==> src/rtl/pwr_evt_pkg.sv <==
// Shared types, default cycle counts and timer-width helper for the power-event initiator.
package pwr_evt_pkg;

    typedef enum logic [2:0] {
        OFF       = 3'd0,
        PRESS     = 3'd1,
        WAIT_ON   = 3'd2,
        ON        = 3'd3,
        FORCE_OFF = 3'd4
    } pwr_evt_state_t;

    localparam int DEF_DEBOUNCE_CYC   = 1024;
    localparam int DEF_PULSE_CYC      = 6554;
    localparam int DEF_FORCE_OFF_CYC  = 131072;
    localparam int DEF_ON_TIMEOUT_CYC = 327680;

    function automatic int max4(input int a, input int b, input int c, input int d);
        int m;
        m = a;
        if (b > m) m = b;
        if (c > m) m = c;
        if (d > m) m = d;
        return m;
    endfunction

    // Width whose range strictly exceeds max_count.
    function automatic int cnt_width(input int max_count);
        return $clog2(max_count + 1);
    endfunction

endpackage

==> src/rtl/pwr_evt_debounce.sv <==
// Two-flop synchronizer plus stability counter: the output follows the input
// only after DEBOUNCE_CYC consecutive synchronized samples at the new level.
module pwr_evt_debounce
    import pwr_evt_pkg::*;
#(
    parameter int   DEBOUNCE_CYC = DEF_DEBOUNCE_CYC,
    parameter logic RST_VAL      = 1'b1
) (
    input  logic clk,
    input  logic rst_n,
    input  logic level,
    output logic stable
);

    localparam int CW = cnt_width(DEBOUNCE_CYC);

    logic          sync_p0;
    logic          sync_p1;
    logic [CW-1:0] cnt;

    always_ff @(posedge clk or negedge rst_n) begin
        if (!rst_n) begin
            sync_p0 <= RST_VAL;
            sync_p1 <= RST_VAL;
        end else begin
            sync_p0 <= level;
            sync_p1 <= sync_p0;
        end
    end

    // Any sample matching the current level restarts the qualification run.
    always_ff @(posedge clk or negedge rst_n) begin
        if (!rst_n) begin
            cnt    <= '0;
            stable <= RST_VAL;
        end else if (sync_p1 == stable) begin
            cnt <= '0;
        end else if (cnt == CW'(DEBOUNCE_CYC - 1)) begin
            stable <= sync_p1;
            cnt    <= '0;
        end else begin
            cnt <= cnt + 1'b1;
        end
    end

endmodule

==> src/rtl/pwr_event_gen.sv <==
// Power-event initiator in the suspend clock domain: button debounce, PCH power-button
// pulse, power-on request and forced shutdown. Optional macro PWR_EVT_AC_RESTORE_EN.
module pwr_event_gen
    import pwr_evt_pkg::*;
#(
    parameter int DEBOUNCE_CYC   = DEF_DEBOUNCE_CYC,
    parameter int PULSE_CYC      = DEF_PULSE_CYC,
    parameter int FORCE_OFF_CYC  = DEF_FORCE_OFF_CYC,
    parameter int ON_TIMEOUT_CYC = DEF_ON_TIMEOUT_CYC,
    parameter int CNT_W          = cnt_width(max4(DEBOUNCE_CYC, PULSE_CYC,
                                                  FORCE_OFF_CYC, ON_TIMEOUT_CYC))
) (
    input  logic       CLK_33K_SUSCLK_PLD_R2,
    input  logic       RST_RSMRST_N,
    input  logic       FP_PWR_BTN_IN_N,
    input  logic       FM_BMC_PWR_BTN_N,
    input  logic       FM_SLPS3_N,
    input  logic       FM_SLPS4_N,
    input  logic       PWRGD_PS_PWROK_3V3,
    output logic       FM_PCH_PWRBTN_N,
    output logic       PsonFromPwrEvent,
    output logic       PwrEvtFault,
    output logic [2:0] PwrEvtState
);

    logic clk;
    logic rst_n;
    assign clk   = CLK_33K_SUSCLK_PLD_R2;
    assign rst_n = RST_RSMRST_N;

    // Bit order {pwrok, slps4_n, slps3_n, bmc_btn_n}; BMC idles released (high).
    localparam logic [3:0] SYNC_RST = 4'b0001;

    logic [3:0]     sync_p0;
    logic [3:0]     sync_p1;
    logic           fp_stable_n;
    logic           btn;
    logic           btn_q;
    logic           press_edge;
    logic           ac_fire;
    logic           fault_nxt;
    logic [CNT_W-1:0] timer;
    pwr_evt_state_t state;
    pwr_evt_state_t state_nxt;

    pwr_evt_debounce #(
        .DEBOUNCE_CYC (DEBOUNCE_CYC),
        .RST_VAL      (1'b1)
    ) u_fp_debounce (
        .clk    (clk),
        .rst_n  (rst_n),
        .level  (FP_PWR_BTN_IN_N),
        .stable (fp_stable_n)
    );

    always_ff @(posedge clk or negedge rst_n) begin
        if (!rst_n) begin
            sync_p0 <= SYNC_RST;
            sync_p1 <= SYNC_RST;
        end else begin
            sync_p0 <= {PWRGD_PS_PWROK_3V3, FM_SLPS4_N, FM_SLPS3_N, FM_BMC_PWR_BTN_N};
            sync_p1 <= sync_p0;
        end
    end

    assign btn        = ~fp_stable_n | ~sync_p1[0];
    assign press_edge = btn & ~btn_q;

`ifdef PWR_EVT_AC_RESTORE_EN
    // Counts the first edges after reset; fires exactly once on the third.
    logic [1:0] ac_cnt;

    always_ff @(posedge clk or negedge rst_n) begin
        if (!rst_n) begin
            ac_cnt <= 2'd0;
        end else if (ac_cnt != 2'd3) begin
            ac_cnt <= ac_cnt + 2'd1;
        end
    end

    assign ac_fire = (ac_cnt == 2'd2);
`else
    assign ac_fire = 1'b0;
`endif

    always_comb begin
        state_nxt = state;
        fault_nxt = PwrEvtFault;
        case (state)
            OFF: begin
                if (press_edge || ac_fire) begin
                    state_nxt = PRESS;
                    fault_nxt = 1'b0;
                end
            end
            PRESS: begin
                if (timer == CNT_W'(PULSE_CYC - 1)) state_nxt = WAIT_ON;
            end
            WAIT_ON: begin
                if (sync_p1[1] && sync_p1[3]) begin
                    state_nxt = ON;
                end else if (timer == CNT_W'(ON_TIMEOUT_CYC - 1)) begin
                    state_nxt = OFF;
                    fault_nxt = 1'b1;
                end
            end
            ON: begin
                if (!sync_p1[1] || !sync_p1[2]) begin
                    state_nxt = OFF;
                end else if (btn && (timer == CNT_W'(FORCE_OFF_CYC - 1))) begin
                    state_nxt = FORCE_OFF;
                end
            end
            FORCE_OFF: begin
                if (!btn) state_nxt = OFF;
            end
            default: state_nxt = OFF;
        endcase
    end

    // In ON the shared timer measures the current continuous hold of the button.
    always_ff @(posedge clk or negedge rst_n) begin
        if (!rst_n) begin
            state            <= OFF;
            timer            <= '0;
            btn_q            <= 1'b0;
            FM_PCH_PWRBTN_N  <= 1'b1;
            PsonFromPwrEvent <= 1'b0;
            PwrEvtFault      <= 1'b0;
        end else begin
            btn_q       <= btn;
            state       <= state_nxt;
            PwrEvtFault <= fault_nxt;
            if (state_nxt != state) begin
                timer <= '0;
            end else if ((state == ON) && !btn) begin
                timer <= '0;
            end else if (timer != {CNT_W{1'b1}}) begin
                timer <= timer + 1'b1;
            end
            FM_PCH_PWRBTN_N  <= !((state_nxt == PRESS) || ((state_nxt == ON) && btn));
            PsonFromPwrEvent <= (state_nxt == PRESS) || (state_nxt == WAIT_ON) ||
                                (state_nxt == ON);
        end
    end

    assign PwrEvtState = state;

endmodule

==> config.mk <==
export PLATFORM = sky130hd
export DESIGN_NAME = pwr_event_gen
export DESIGN_NICKNAME = d
export VERILOG_FILES = /design/src/rtl/pwr_evt_pkg.sv /design/src/rtl/pwr_evt_debounce.sv /design/src/rtl/pwr_event_gen.sv
export SDC_FILE = /design/constraint.sdc
export NUM_CORES = 1
export LEC_CHECK = 0
export CORE_UTILIZATION = 55
export DETAILED_ROUTE_END_ITERATION = 16
export GPL_TIMING_DRIVEN = 0
export HOLD_SLACK_MARGIN = 0.03
export PLACE_DENSITY = 0.74
export SETUP_SLACK_MARGIN = 0.05
export SYNTH_ARGS = -nofsm -noshare
export SYNTH_HDL_FRONTEND = slang
export SYNTH_SLANG_ARGS = --single-unit
==> constraint.sdc <==
create_clock -name CLK_33K_SUSCLK_PLD_R2 -period 4.4 [get_ports CLK_33K_SUSCLK_PLD_R2]
set_input_delay 0.44 -clock CLK_33K_SUSCLK_PLD_R2 [delete_from_list [all_inputs] [get_ports CLK_33K_SUSCLK_PLD_R2]]
set_output_delay 0.44 -clock CLK_33K_SUSCLK_PLD_R2 [all_outputs]
set_load 0.1 [all_outputs]
### Word level (Yosys, flattened, before mapping)

Index checks and enable logic that the tools add are counted.
W data, S select, Z words.

* flip-flop bits (word level): 48
* output and inout bits: 6
* input port bits: 7

* multiplexer cells: 17
* equal/unequal tests: 17
* reduce and logical (&&, ||, !) cells: 17
* $add $sub $neg: 2
* bitwise operators: 6

Operators by type and width (number)
* $mux W19: 3
* $mux W11: 2
* $mux W3: 7
* $add A19 B1 Y19 const B: 1
* $eq A19 B13 Y1 const B: 1
* $eq A19 B17 Y1 const B: 1
* $eq A19 B19 Y1 const B: 1
* $ne A19 B19 Y1 const B: 1
* $pmux W3 S5: 1
* $eq A3 B2 Y1 const B: 4
* $add A11 B1 Y11 const B: 1
* $eq A11 B10 Y1 const B: 1
* $eq A3 B1 Y1 const B: 2
* $ne A2 B2 Y1 const B: 3
* $logic_and A1 B1 Y1: 4
* $logic_not A1 Y1: 4
* $logic_or A1 B1 Y1: 4
* $not A1 Y1: 4
* $reduce_and A4 Y1: 1
* $eq A3 B3 Y1 const B: 1
* $logic_not A3 Y1: 1
* $mux W1: 3
* $ne A3 B3 Y1: 1
* $reduce_bool A3 Y1: 1
* 6 further kinds: 6

### Logic depth before layout (Yosys ltp)

* word-level depth: 10
* depth in mapped cells: 8

### Modules after synthesis

Synthesis repeated with hierarchy kept, for this count alone.

* cells, all modules: 213
* area total of the unflattened synthesis: 2352.3 µm²

Modules (own cells, without submodules)
* pwr_event_gen: sequential area each 854.6 µm², cells an instance 159, area each 1710.4 µm², instances 1
* pwr_evt_debounce: sequential area each 354.1 µm², cells an instance 54, area each 641.9 µm², instances 1

### Worst setup path before layout

No wires, ideal clock.

* kind: reg2reg
* from: reg state[1], in the netlist PwrEvtState[1]
* to: reg timer[18]
* data required time: 4277 ps
* path buffers: 1
* data arrival time: 2330 ps
* period minus slack after synthesis: 2452 ps
* cell stages (with the launch flop): 7
* setup slack: 1948 ps
* cell sequence: dfrtp_1 -> nor2b_1 -> nand4_1 -> or4_4 -> o211ai_4 -> buf_6 -> nor3_1

* cells in the longest elaborated chain, start to end: 5
* elaborated cells between the ends (all ways): 18

Ends and longest elaborated chain
* start: declaration: RTL line pwr_event_gen.sv:43 `pwr_evt_state_t state;`
* start signal: assignment: RTL line pwr_event_gen.sv:132 `state <= state_nxt;`
* $mux W3, on equally long branches: RTL line pwr_event_gen.sv:110, pwr_event_gen.sv:102
* $mux W3, on equally long branches: RTL line pwr_event_gen.sv:108, pwr_event_gen.sv:100
* $pmux W3 S5: RTL line pwr_event_gen.sv:89 `case (state)`
* $ne A3 B3 Y1: RTL line pwr_event_gen.sv:134 `if (state_nxt != state) begin`
* $reduce_bool A3 Y1 (no source line) or $mux W19 (tied branches)
* end signal: assignment: RTL line pwr_event_gen.sv:139 `timer <= timer + 1'b1;`
* end: declaration: RTL line pwr_event_gen.sv:42 `logic [CNT_W-1:0] timer;`

Several ways; a longest one is shown, not always the timed one.
A chain may end at the register's enable or synchronous reset.

### Worst setup path after layout

* from: reg state[1], in the netlist PwrEvtState[1]
* to: out PwrEvtState[1]

RTL lines
* end: declaration: RTL line pwr_event_gen.sv:23 `output logic [2:0] PwrEvtState`

No word-level cell between the ends.

==> impl_results.md <==
- Cell row count: 23
- Post-DP HPWL: roughly 3.3 mm
- Pwr dens: 273 nW/µm²
- Max_slew headroom: 35.9%
- FF-to-FF Start: timer[1]
- Layout cells sized above 1: between 10% and 20%
- Post-CTS setup buffer count: 0
- Unrepaired setup endpoints after global routing: false
- Max Clk Rate: 0.408 GHz
- Synth cell count leaders: dfrtp_1, nor2_1, nor3_1
- Internal: approximately 570 µW
- Synthesized area per cell: roughly 10 µm²
- Post-layout power: 727 µW
- Worst min-delay path class: input port to async pin
- Crit path buf inv count: 1
- Mapped Area: about 2400 µm²
- Top FF cell, synth: dfrtp_1
- Worst Setup Path Type: flop to output port
- Yosys top cell area share: 44.1%
- Nets: around 270
- First-pass GRT wire length: between 7 and 8 mm
- Clock latency on the worst-skew pair: ~0.30 ns
- Clock root buffer: clkbuf_8
- CP delay by family, top: buffers and inverters
- Die Y: 67.8 µm
- Max_cap viols: 0
- Synth cell types: between 40 and 50
- CTS tree: yes
- Grt total ovfl: 0
- Clk pin slew, worst setup/hold paths: around 0.080 ns
- Max-slew violations: 0
- Total track usage: between 20% and 30%
- Final instance area: roughly 2700 µm²
- CP required: 3.96 ns
- Vias in the first global route: approximately 1700
- Crit path cell chain: clkdlybuf4s50_1
- Final Non-Filler Cells: around 300
- Die X-Extent: between 60 and 70 µm
- Dpl cells: approximately 300
- Initial antenna violation count: 0
- Fin crit period: 2.45 ns
- CP max-delay cell: clkdlybuf4s50_1
- Reg2reg setup slack: around 2.2 ns
- Synth area leader: dfrtp_1
- EDFF count, synth: 0
- Pin count of the biggest net entering global routing: 34
- FF-to-FF path depth: 8
- Comb pwr share: 3.2%
- CP arrival: about 2.0 ns
- Clock power share: about a third
- Reg2Reg Capture Point: timer[18]
- Total number of vias: ~1800
- Worst Path Max Fanout: 9
- 1st-iter DRT viols: between 150 and 200
- Die Area: approximately 4600 µm²
- PostCTS Resize Cnt: 0
- Slew @ Worst Pin: approximately 0.96 ns
- H-tree depth: 2
- CTS buffer count: 5
- DRC Markers: 0
- Initial core utilization: 58.3%
- Drt first pass iters: 5
- Cells after synthesis: ~240
- Largest stage delay, worst path: 1.19 ns
- P_sw: around 160 µW
- Critical Path Start Type: flop
- Core ar.: 4090 µm²
- Placed cell area: roughly 2600 µm²
- Seq pwr share: between 60% and 70%
- Synth area leaders: dfrtp_1, dfstp_2, xnor2_1
- Final setup TNS: 0 ns
- Hold_buf cts: 0
- # IOs: 13
- Clock sink count: 48
- Post-route ant nets: 0
- Status: completed
- Seq/Total Area, Yosys: between 50% and 60%
- Setup crit end kind: output port
- Most frequent cell after synthesis: dfrtp_1
- ANT cells: 0
- Yosys warnings: 0
- Max Clock Skew: between 0.004 and 0.005 ns
- Fin crit share: a little under three fifths
- Sw Ratio: a little over a fifth
- Clock tree buffer depth: 2
- Ys async rst share: between 90% and 100%
- Area Overhead vs Synth: 11.9%
- Routed len/inst: about 15 µm
- Leak pwr: approximately 0.0011 µW
- Yosys reg bits: between 40 and 50
- Setup-failing EPs final: 0
- Port bufs: 12
- Final Hold Fails: 0
- Maximum vdd drop: about 0.23 mV
- Post-Route WL: around 4.5 mm
- Via density: just under 6
- Post-Syn Nets: about 250
- Hold WS: 0.0535 ns
- GPL Wtd Cong: roughly 0.90
routing by layer:
layer | vias up | track usage, % | wire [µm]
met2 | 57 | 36.0 | 2160
met4 | 0 | 9.11 | 48
met1 | 845 | 32.1 | 2100
li1 | 886 | - | -
met3 | 6 | 5.24 | 216
met5 | - | 0 | 0
worst max path at each step:
stage                   startpoint              to  depth (start not counted)
floorplan           PwrEvtState[1]       timer[18]                          6
global placement      RST_RSMRST_N        timer[0]                          1
detailed placement        timer[1]       timer[17]                          8
CTS                 PwrEvtState[1]  PwrEvtState[1]                          1
global route        PwrEvtState[1]  PwrEvtState[1]                          1
finish              PwrEvtState[1]  PwrEvtState[1]                          1
area by class of cell:
class                      count  area (µm²)
clock inverter                 2        12.5
sequential                    48        1210
fill                         335        1420
multi-input combinational    172        1100
inverter                       8        30.0
timing repair buffer          13         135
buffer                         8        40.0
clock buffer                   6        72.6
tap                           50        62.6
registers in the layout (all words and copies together) (netlist names):
signal,cells
FM_PCH_PWRBTN_N,1
PsonFromPwrEvent,1
PwrEvtFault,1
PwrEvtState,3
btn_q,1
sync_p0,4
sync_p1,4
timer,19
u_fp_debounce.cnt,11
u_fp_debounce.stable,1
u_fp_debounce.sync_p0,1
u_fp_debounce.sync_p1,1
placed cells by master, fill, tap and decap left out, types with 4 or more instances in the layout:
cell type        instances
and3_1                   6
nor2_1                  27
xor2_1                   7
nor4_1                   5
nor3_1                  20
inv_1                    8
dfstp_2                  6
nand3_1                 14
nand4_1                 10
clkdlybuf4s50_1         11
clkbuf_1                 6
nand2_1                 16
dfrtp_1                 42
clkbuf_8                 5
a21oi_1                  7
and4_1                   4
xnor2_1                 17
logic make-up after synthesis:
| kind of cell | after synthesis | share of synthesized area [%] |
|---|---|---|
| adders and majority gates | 3 | 1.58 |
| AOI/OAI and AO/OA | 24 | 7.72 |
| and+or+nand+nor | 120 | 27.7 |
| muxes | 1 | 0.473 |
| DFF | 48 | 50.8 |
| buffers and inverters | 16 | 2.94 |
| xor gates and xnor gates | 24 | 8.83 |
stage by stage:
step	worst slack (ns)	utilization [%]
after floorplan	1.95	-
after global placement	1.63	62.7
after detailed placement	2.21	63.1
after CTS	1.93	65.2
after global routing	1.87	65.2
final	1.95	65.2
power by group through the flow:
stage | Sequential, µW | Clock, µW | Combinational (µW)
final | 453 | 251 | 23.6
after detailed placement | 461 | 0 | 24.5
after CTS | 453 | 261 | 24.7
after global placement | 461 | 0 | 22.4
after floorplan | 461 | 0 | 7.19
after global routing | 453 | 278 | 27.5
Note: power is estimated with default switching activity, not from simulation.
